===== src/rtl/ddr3_cmd_initiator.sv =====
// ddr3_cmd_initiator: closed-page DDR3 ACT -> RD/WR -> PRE sequencer.
// Define DDR3_MRS_INIT_EN to issue one MRS after reset before accepting requests.
module ddr3_cmd_initiator #(
    parameter int MEM_BA_WIDTH  = 3,
    parameter int MEM_ROW_WIDTH = 13,
    parameter int MEM_COL_WIDTH = 13,
    parameter int MEM_DQ_WIDTH  = 8,
    parameter int MEM_TRCD      = 11,
    parameter int MEM_TWL       = 8,
    parameter int MEM_TRL       = 6,
    parameter int MEM_RD_CAP    = 2,
    parameter int MEM_TWR       = 4,
    parameter int MEM_TRP       = 4
) (
    input  logic                      ck,
    input  logic                      reset,
    input  logic                      req_valid,
    output logic                      req_ready,
    input  logic                      req_write,
    input  logic [MEM_BA_WIDTH-1:0]   req_ba,
    input  logic [MEM_ROW_WIDTH-1:0]  req_row,
    input  logic [MEM_COL_WIDTH-1:0]  req_col,
    input  logic [2*MEM_DQ_WIDTH-1:0] wr_data,
    output logic                      wr_data_req,
    input  logic [2*MEM_DQ_WIDTH-1:0] rd_data_in,
    output logic [2*MEM_DQ_WIDTH-1:0] rd_data,
    output logic                      rd_valid,
    output logic                      cs_n,
    output logic                      ras_n,
    output logic                      cas_n,
    output logic                      we_n,
    output logic [MEM_BA_WIDTH-1:0]   ba,
    output logic [MEM_ROW_WIDTH-1:0]  a,
    output logic [2*MEM_DQ_WIDTH-1:0] dq_out,
    output logic                      dq_oe,
    output logic                      dqs_oe
);
    localparam int DW = 2 * MEM_DQ_WIDTH;
    localparam logic [3:0] CMD_DES = 4'b1111;
    localparam logic [3:0] CMD_NOP = 4'b0111;
    localparam logic [3:0] CMD_ACT = 4'b0011;
    localparam logic [3:0] CMD_WR  = 4'b0100;
    localparam logic [3:0] CMD_RD  = 4'b0101;
    localparam logic [3:0] CMD_PRE = 4'b0010;
    localparam logic [3:0] CMD_MRS = 4'b0000;
    localparam logic [7:0] TRCD_END  = 8'(MEM_TRCD - 2);
    localparam logic [7:0] TWL8      = 8'(MEM_TWL);
    localparam logic [7:0] WR_TAIL   = 8'(MEM_TWR - 1);
    localparam logic [7:0] CAP_FIRST = 8'(MEM_TRL + MEM_RD_CAP);
    localparam logic [7:0] TRP_END   = 8'(MEM_TRP - 2);

    typedef enum logic [2:0] {
        IDLE, ACT, TRCD_WAIT, RDWR, DATA, PRE, TRP_WAIT
    } state_t;

    state_t                   state_q, state_d;
    logic [7:0]               cnt_q, cnt_d;
    logic                     wr_q, wr_d, bl8_q, bl8_d;
    logic [MEM_BA_WIDTH-1:0]  bank_q, bank_d;
    logic [MEM_ROW_WIDTH-1:0] row_q, row_d;
    logic [MEM_COL_WIDTH-1:0] col_q, col_d, col_a;
    logic [3:0]               cmd_q, cmd_d;
    logic [MEM_BA_WIDTH-1:0]  ba_q, ba_d;
    logic [MEM_ROW_WIDTH-1:0] a_q, a_d;
    logic [DW-1:0]            dq_q, dq_d, rdd_q, rdd_d;
    logic                     oe_q, oe_d, qs_q, qs_d, wreq_q, wreq_d;
    logic                     rv_q, rv_d, rdy_q, rdy_d;
    logic [7:0]               beats, wr_last, data_end;
    logic                     wphase, rd_cap;
`ifdef DDR3_MRS_INIT_EN
    logic [3:0]               init_q, init_d;
`endif

    always_comb begin
        beats    = bl8_q ? 8'd4 : 8'd2;
        wr_last  = TWL8 + beats - 8'd1;
        data_end = wr_q ? wr_last + WR_TAIL : CAP_FIRST + beats - 8'd1;
        state_d  = state_q;
        cnt_d    = cnt_q + 8'd1;
        wr_d     = wr_q;
        bl8_d    = bl8_q;
        bank_d   = bank_q;
        row_d    = row_q;
        col_d    = col_q;
        unique case (state_q)
            IDLE: begin
                cnt_d = '0;
                if (req_valid && rdy_q) begin
                    state_d = ACT;
                    wr_d    = req_write;
                    bl8_d   = req_col[12];
                    bank_d  = req_ba;
                    row_d   = req_row;
                    col_d   = req_col;
                end
            end
            ACT: begin
                state_d = TRCD_WAIT;
                cnt_d   = '0;
            end
            TRCD_WAIT: if (cnt_q == TRCD_END) begin
                state_d = RDWR;
                cnt_d   = '0;
            end
            // DATA counts cycles since the RD/WR command
            RDWR: begin
                state_d = DATA;
                cnt_d   = 8'd1;
            end
            DATA: if (cnt_q == data_end) begin
                state_d = PRE;
                cnt_d   = '0;
            end
            PRE: begin
                state_d = TRP_WAIT;
                cnt_d   = '0;
            end
            TRP_WAIT: if (cnt_q == TRP_END) state_d = IDLE;
            default: state_d = IDLE;
        endcase
    end

    // Outputs are computed for the next cycle so the bus lines up with state_q
    always_comb begin
        cmd_d    = CMD_NOP;
        ba_d     = '0;
        a_d      = '0;
        col_a    = col_q;
        col_a[10] = 1'b0;
        unique case (state_d)
            ACT: begin
                cmd_d = CMD_ACT;
                ba_d  = bank_d;
                a_d   = row_d;
            end
            RDWR: begin
                cmd_d = wr_q ? CMD_WR : CMD_RD;
                ba_d  = bank_q;
                a_d   = MEM_ROW_WIDTH'(col_a);
            end
            PRE: begin
                cmd_d = CMD_PRE;
                ba_d  = bank_q;
            end
            default: ;
        endcase
        wphase = (state_d == DATA) && wr_q;
        oe_d   = wphase && cnt_d >= TWL8 && cnt_d <= wr_last;
        qs_d   = wphase && cnt_d >= TWL8 - 8'd1 && cnt_d <= wr_last;
        wreq_d = wphase && cnt_d >= TWL8 - 8'd1 && cnt_d < wr_last;
        dq_d   = oe_d ? wr_data : '0;
        rd_cap = (state_q == DATA) && !wr_q &&
                 cnt_q >= CAP_FIRST && cnt_q < CAP_FIRST + beats;
        rv_d   = rd_cap;
        rdd_d  = rd_cap ? rd_data_in : '0;
        rdy_d  = (state_d == IDLE);
`ifdef DDR3_MRS_INIT_EN
        init_d = (init_q == 4'd10) ? init_q : init_q + 4'd1;
        if (state_d == IDLE && init_d == 4'd5) cmd_d = CMD_MRS;
        rdy_d  = rdy_d && (init_d == 4'd10);
`endif
    end

    always_ff @(posedge ck) begin
        if (reset) begin
            state_q <= IDLE;
            cnt_q   <= '0;
            wr_q    <= 1'b0;
            bl8_q   <= 1'b0;
            bank_q  <= '0;
            row_q   <= '0;
            col_q   <= '0;
            cmd_q   <= CMD_DES;
            ba_q    <= '0;
            a_q     <= '0;
            dq_q    <= '0;
            rdd_q   <= '0;
            oe_q    <= 1'b0;
            qs_q    <= 1'b0;
            wreq_q  <= 1'b0;
            rv_q    <= 1'b0;
            rdy_q   <= 1'b0;
`ifdef DDR3_MRS_INIT_EN
            init_q  <= '0;
`endif
        end else begin
            state_q <= state_d;
            cnt_q   <= cnt_d;
            wr_q    <= wr_d;
            bl8_q   <= bl8_d;
            bank_q  <= bank_d;
            row_q   <= row_d;
            col_q   <= col_d;
            cmd_q   <= cmd_d;
            ba_q    <= ba_d;
            a_q     <= a_d;
            dq_q    <= dq_d;
            rdd_q   <= rdd_d;
            oe_q    <= oe_d;
            qs_q    <= qs_d;
            wreq_q  <= wreq_d;
            rv_q    <= rv_d;
            rdy_q   <= rdy_d;
`ifdef DDR3_MRS_INIT_EN
            init_q  <= init_d;
`endif
        end
    end

    assign {cs_n, ras_n, cas_n, we_n} = cmd_q;
    assign ba          = ba_q;
    assign a           = a_q;
    assign dq_out      = dq_q;
    assign dq_oe       = oe_q;
    assign dqs_oe      = qs_q;
    assign wr_data_req = wreq_q;
    assign rd_data     = rdd_q;
    assign rd_valid    = rv_q;
    assign req_ready   = rdy_q;
endmodule

===== config.mk =====
export PLATFORM = sky130hd
export DESIGN_NAME = ddr3_cmd_initiator
export DESIGN_NICKNAME = d
export VERILOG_FILES = /design/src/rtl/ddr3_cmd_initiator.sv
export SDC_FILE = /design/constraint.sdc
export NUM_CORES = 1
export LEC_CHECK = 0
export ABC_AREA = 1
export BUFFER_PORTS_ARGS = -buffer_cell sky130_fd_sc_hd__buf_4
export CELL_PAD_IN_SITES_DETAIL_PLACEMENT = 1
export CELL_PAD_IN_SITES_GLOBAL_PLACEMENT = 2
export CORE_MARGIN = 2
export CORE_UTILIZATION = 30
export DETAILED_ROUTE_END_ITERATION = 8
export PLACE_DENSITY = 0.94
export SYNTH_ARGS = -nofsm -noshare
export SYNTH_HDL_FRONTEND = slang
export SYNTH_SLANG_ARGS = --single-unit

===== constraint.sdc =====
create_clock -name ck -period 3.4 [get_ports ck]
set_clock_uncertainty 0.15 [all_clocks]
set_input_delay 0.17 -clock ck [delete_from_list [all_inputs] [get_ports ck]]
set_output_delay 0.17 -clock ck [all_outputs]
set_load 0.05 [all_outputs]

==> results.md <==
* Hold violation total from the final report at 0
* Net switching power figure at 0.859 mW
* Placer's final routability congestion estimate at 0.794
* Switching Share at 29.0%
* Total power after layout at 2.96 mW
* Final instance count without filler cells at 763
* Part of the total power dissipated in sequential elements at 43.7%
* Async SR Flop Fraction at 0%
* Chip width at 114 microns
* Clock tree from TritonCTS: done
* Run status: completed
* Die area at 12900 sq um
* Crit-path cells: inv_1 > ha_1 > nor2_1 > nand3_1 > nand2_1 > nand2_4 > nand2_1 > inv_1 > ha_1 > inv_1 > nor2_2 > nand2_1 > nand2_1 > nand2_2 > nand2_4 > nor2_1
* R2r setup slk at 0.78 ns
* Fin worst setup slack at 0.781 ns
* Length in cells of the worst reg-to-reg path at 16
* Number of setup buffers added after CTS at 0
* Boundary pin count at 122
* Total negative slack at 0 ns
* Most common library cell in the layout ignoring fill and taps: buf_4
* H-tree Lvls at 3
* Placed cells at 688
* Min Tclk post-route at 2.62 ns
* Max stage delay cell, worst path: dfxtp_1
* Endpoint of the worst register-to-register path: dq_out[1]
* Reg2reg start: cnt_q[1]
* Number of sinks driven by the clock tree at 97
* Combinational group share of total power at 21.3%
* Post-synth top area share at 54.0%
* Buffer levels on the longest clock path at 2
* Count of unresolved DRC violations after routing at 0
* Critical Path Max Stage Delay at 0.40 ns
* Slew at the pin with the worst max-slew slack at 0.561 ns
* Flip-flop and latch count after synthesis at 97
* Placeable core region at 11600 sq um
* Final setup violation count at 0
* Count of unique library cells instantiated by Yosys at 35
* Static leakage power at 2.66 nW
* Total of buffers placed on input and output ports at 120
* Total half-perimeter wirelength after legalization and detailed placement at 6960 microns
* Fraction of power consumed by the clock network at 35.0%
* Maximum number of pins on one net before global-route repair at 29
* Seq/Total Area, Yosys at 54.0%
* Number of instances in the synthesized netlist at 437
* Max Clock Freq at 382 MHz
* First drt pass iteration count at 4
* Post-layout nets at 688
* Int Pwr at 2.10 mW
* Hold depth at 3
* First DRT Iteration DRCs at 91
* Total congestion overflow after global routing at 0
* Global-route usage over all layers at 17.1%
* Synth-to-Final Area Change at 53.5%
* Min-delay worst type: in -> reg
* Via count at 3374
* Post-synthesis net count at 509
* Count of yosys warnings during synthesis at 0
* Average wire per cell in the routed design at 13.9 microns
* Startpoint kind of the worst setup timing path: flop
* Cell occurring most often along the worst timing path: nand2_1
* Power density over the cells at 536 nW/um^2
* Post-synth EDFFs at 0
* Overall routed net length at 10600 microns
* Sink of the worst hold path: bank_q[1]
* Chip Height at 114 microns
* Critical Setup Path Class: reg -> reg
* Antenna violation net count after detailed routing at 0
* Wire length of the first global-routing pass at 17400 microns
* Worst Setup End Kind: flop
* Post-cts gate resize count at 0
* Leading register cell type out of synthesis: dfxtp_1
* Placement-stage worst setup slack at 0.762 ns
* Fill cell count at 1360
* Clock tree root driver cell: clkbuf_16
* Antenna Cells at 0
* Clock latency reported for the late side of the worst-skew pair at 0.34 ns
* Data required time at the worst endpoint at 3.48 ns
* Peak supply drop at 324 uV
* Worst path top cell family by delay: simple AND/OR/NAND/NOR gates
* Final period utilization at 77.0%
* Antenna violations before repair at 0
* RSZ-0062 raised after global routing: false
* Post-synthesis cell area at 3600 sq um
* Average cell area after synthesis at 8.23 sq um
* Starting utilization of the core area at 31.1%
* Number of violations of the max-capacitance limit at 0
* Number of buffers created by CTS at 9
* Hold Crit Start: req_ba[1]
* Final count of pins violating max slew at 0
* Rows at 39
* Number of vias per cell after detailed routing at 4.42
* Most frequent cells in the layout: buf_4 (124), dfxtp_1 (97), inv_1 (77), nor2_1 (68), dlygate4sd3_1 (60)
* Leading area contributor after synthesis: dfxtp_1
* Worst slew margin at 62.5%
* Clock-pin slew on the worst setup and hold paths at 0.06 ns
* Biggest fanout along the worst timing path at 17
* Most area-consuming cells after synthesis: dfxtp_1 (54%), inv_1 (8.0%), nor2_1 (7.2%), nand2_1 (4.9%), o21ai_0 (3.6%)
* Vias in the first global route at 3645
* Data arrival at the endpoint of the critical path at 2.69 ns
* Critical path depth in cells at 16
* Fraction of layout cells with a size suffix above 1 at 28.4%
* Number of buffers and inverters on the critical path at 3
## power by group through the flow
| stage | Clock, mW | Sequential (mW) | Combinational (mW) |
|---|---|---|---|
| CTS | 1.08 | 1.29 | 0.633 |
| floorplan | 0 | 1.38 | 0.320 |
| finish | 1.04 | 1.29 | 0.629 |
| detailed placement | 0 | 1.32 | 0.573 |
| global placement | 0 | 1.31 | 0.556 |
| global route | 1.12 | 1.31 | 0.698 |
## flip-flops by register name, summed over array words and instances (netlist names)
| signal | flops |
|---|---|
| req_ready | 1 |
| state_q | 3 |
| dqs_oe | 1 |
| dq_oe | 1 |
| cmd_q | 4 |
| ba | 3 |
| wr_q | 1 |
| bl8_q | 1 |
| rd_valid | 1 |
| wr_data_req | 1 |
| rd_data | 16 |
| row_q | 13 |
| cnt_q | 8 |
| dq_out | 16 |
| a | 13 |
| bank_q | 3 |
| col_q | 11 |
## how the worst max path moves through the flow
stage,start,endpoint,slack [ns]
floorplan,cnt_q[1],dq_oe,1.06
global placement,cnt_q[1],dq_out[0],0.89
detailed placement,cnt_q[1],dq_out[15],0.76
CTS,cnt_q[1],dq_out[15],0.73
global route,cnt_q[1],dq_out[1],0.53
finish,cnt_q[1],dq_out[1],0.78
## worst reg2reg max path, delay by kind of cell (launching register included)
kind | cells | cell delay, ns
fa+ha+maj | 2 | 0.59
buf+inv | 3 | 0.21
simple gates | 11 | 1.17
flops | 1 | 0.40
## cell type report
cell class	count	area, sq um	share of cell area (%)
Clock buffer	12	256	4.64
Inverter	80	300	5.44
Timing Repair Buffer	184	1530	27.7
Sequential cell	97	1940	35.2
Tap cell	143	179	3.24
Multi-Input combinational cell	244	1270	22.9
Clock inverter	3	47.5	0.861
## timing repair
| action | in CTS | in global routing |
|---|---|---|
| hold buffers | 60 | 0 |
| hold endpoints to repair | 61 | 0 |
| endpoints found under the setup margin | 0 | 0 |
## synth_stat cells (4+ instances only)
library cell / number
nor2_1: 69
buf_2: 6
dfxtp_1: 97
inv_1: 77
a21oi_1: 16
nand2_2: 5
nand2_1: 47
nor3_1: 10
nand3_1: 10
ha_1: 7
nand3_2: 4
clkbuf_1: 5
o21ai_1: 10
nor2_2: 16
o21ai_0: 26
## logic make-up (layout without fill, tap and decap cells)
kind of cell / count (synthesis) / count (layout) / share of synthesized area, %
buffers and inverters: 96 / 279 / 10.9
and+or+nand+nor: 171 / 171 / 22.2
adders and majority gates: 7 / 7 / 2.43
AOI/OAI and AO/OA: 64 / 64 / 10.1
DFF: 97 / 97 / 54.0
xor gates and xnor gates: 2 / 2 / 0.487
## metal layers
metal	vias up	global-route usage, %	routed length (microns)
met5	-	0	0
met2	92	31.7	5630
met1	1567	18.4	4220
met3	22	4.14	528
li1	1693	-	-
met4	0	7.48	254
## through the flow
step           util [%]  area, sq um  hold WS (ns)
3_5_place_dp       39.9         4620         0.243
5_1_grt            47.8         5520        0.0435
6_report           47.8         5520        0.0386
3_3_place_gp       39.9         4620         0.234
2_1_floorplan         -         3600        0.0477
4_1_cts            47.8         5520        0.0112
No activity file was read; power rests on OpenSTA's default activity.
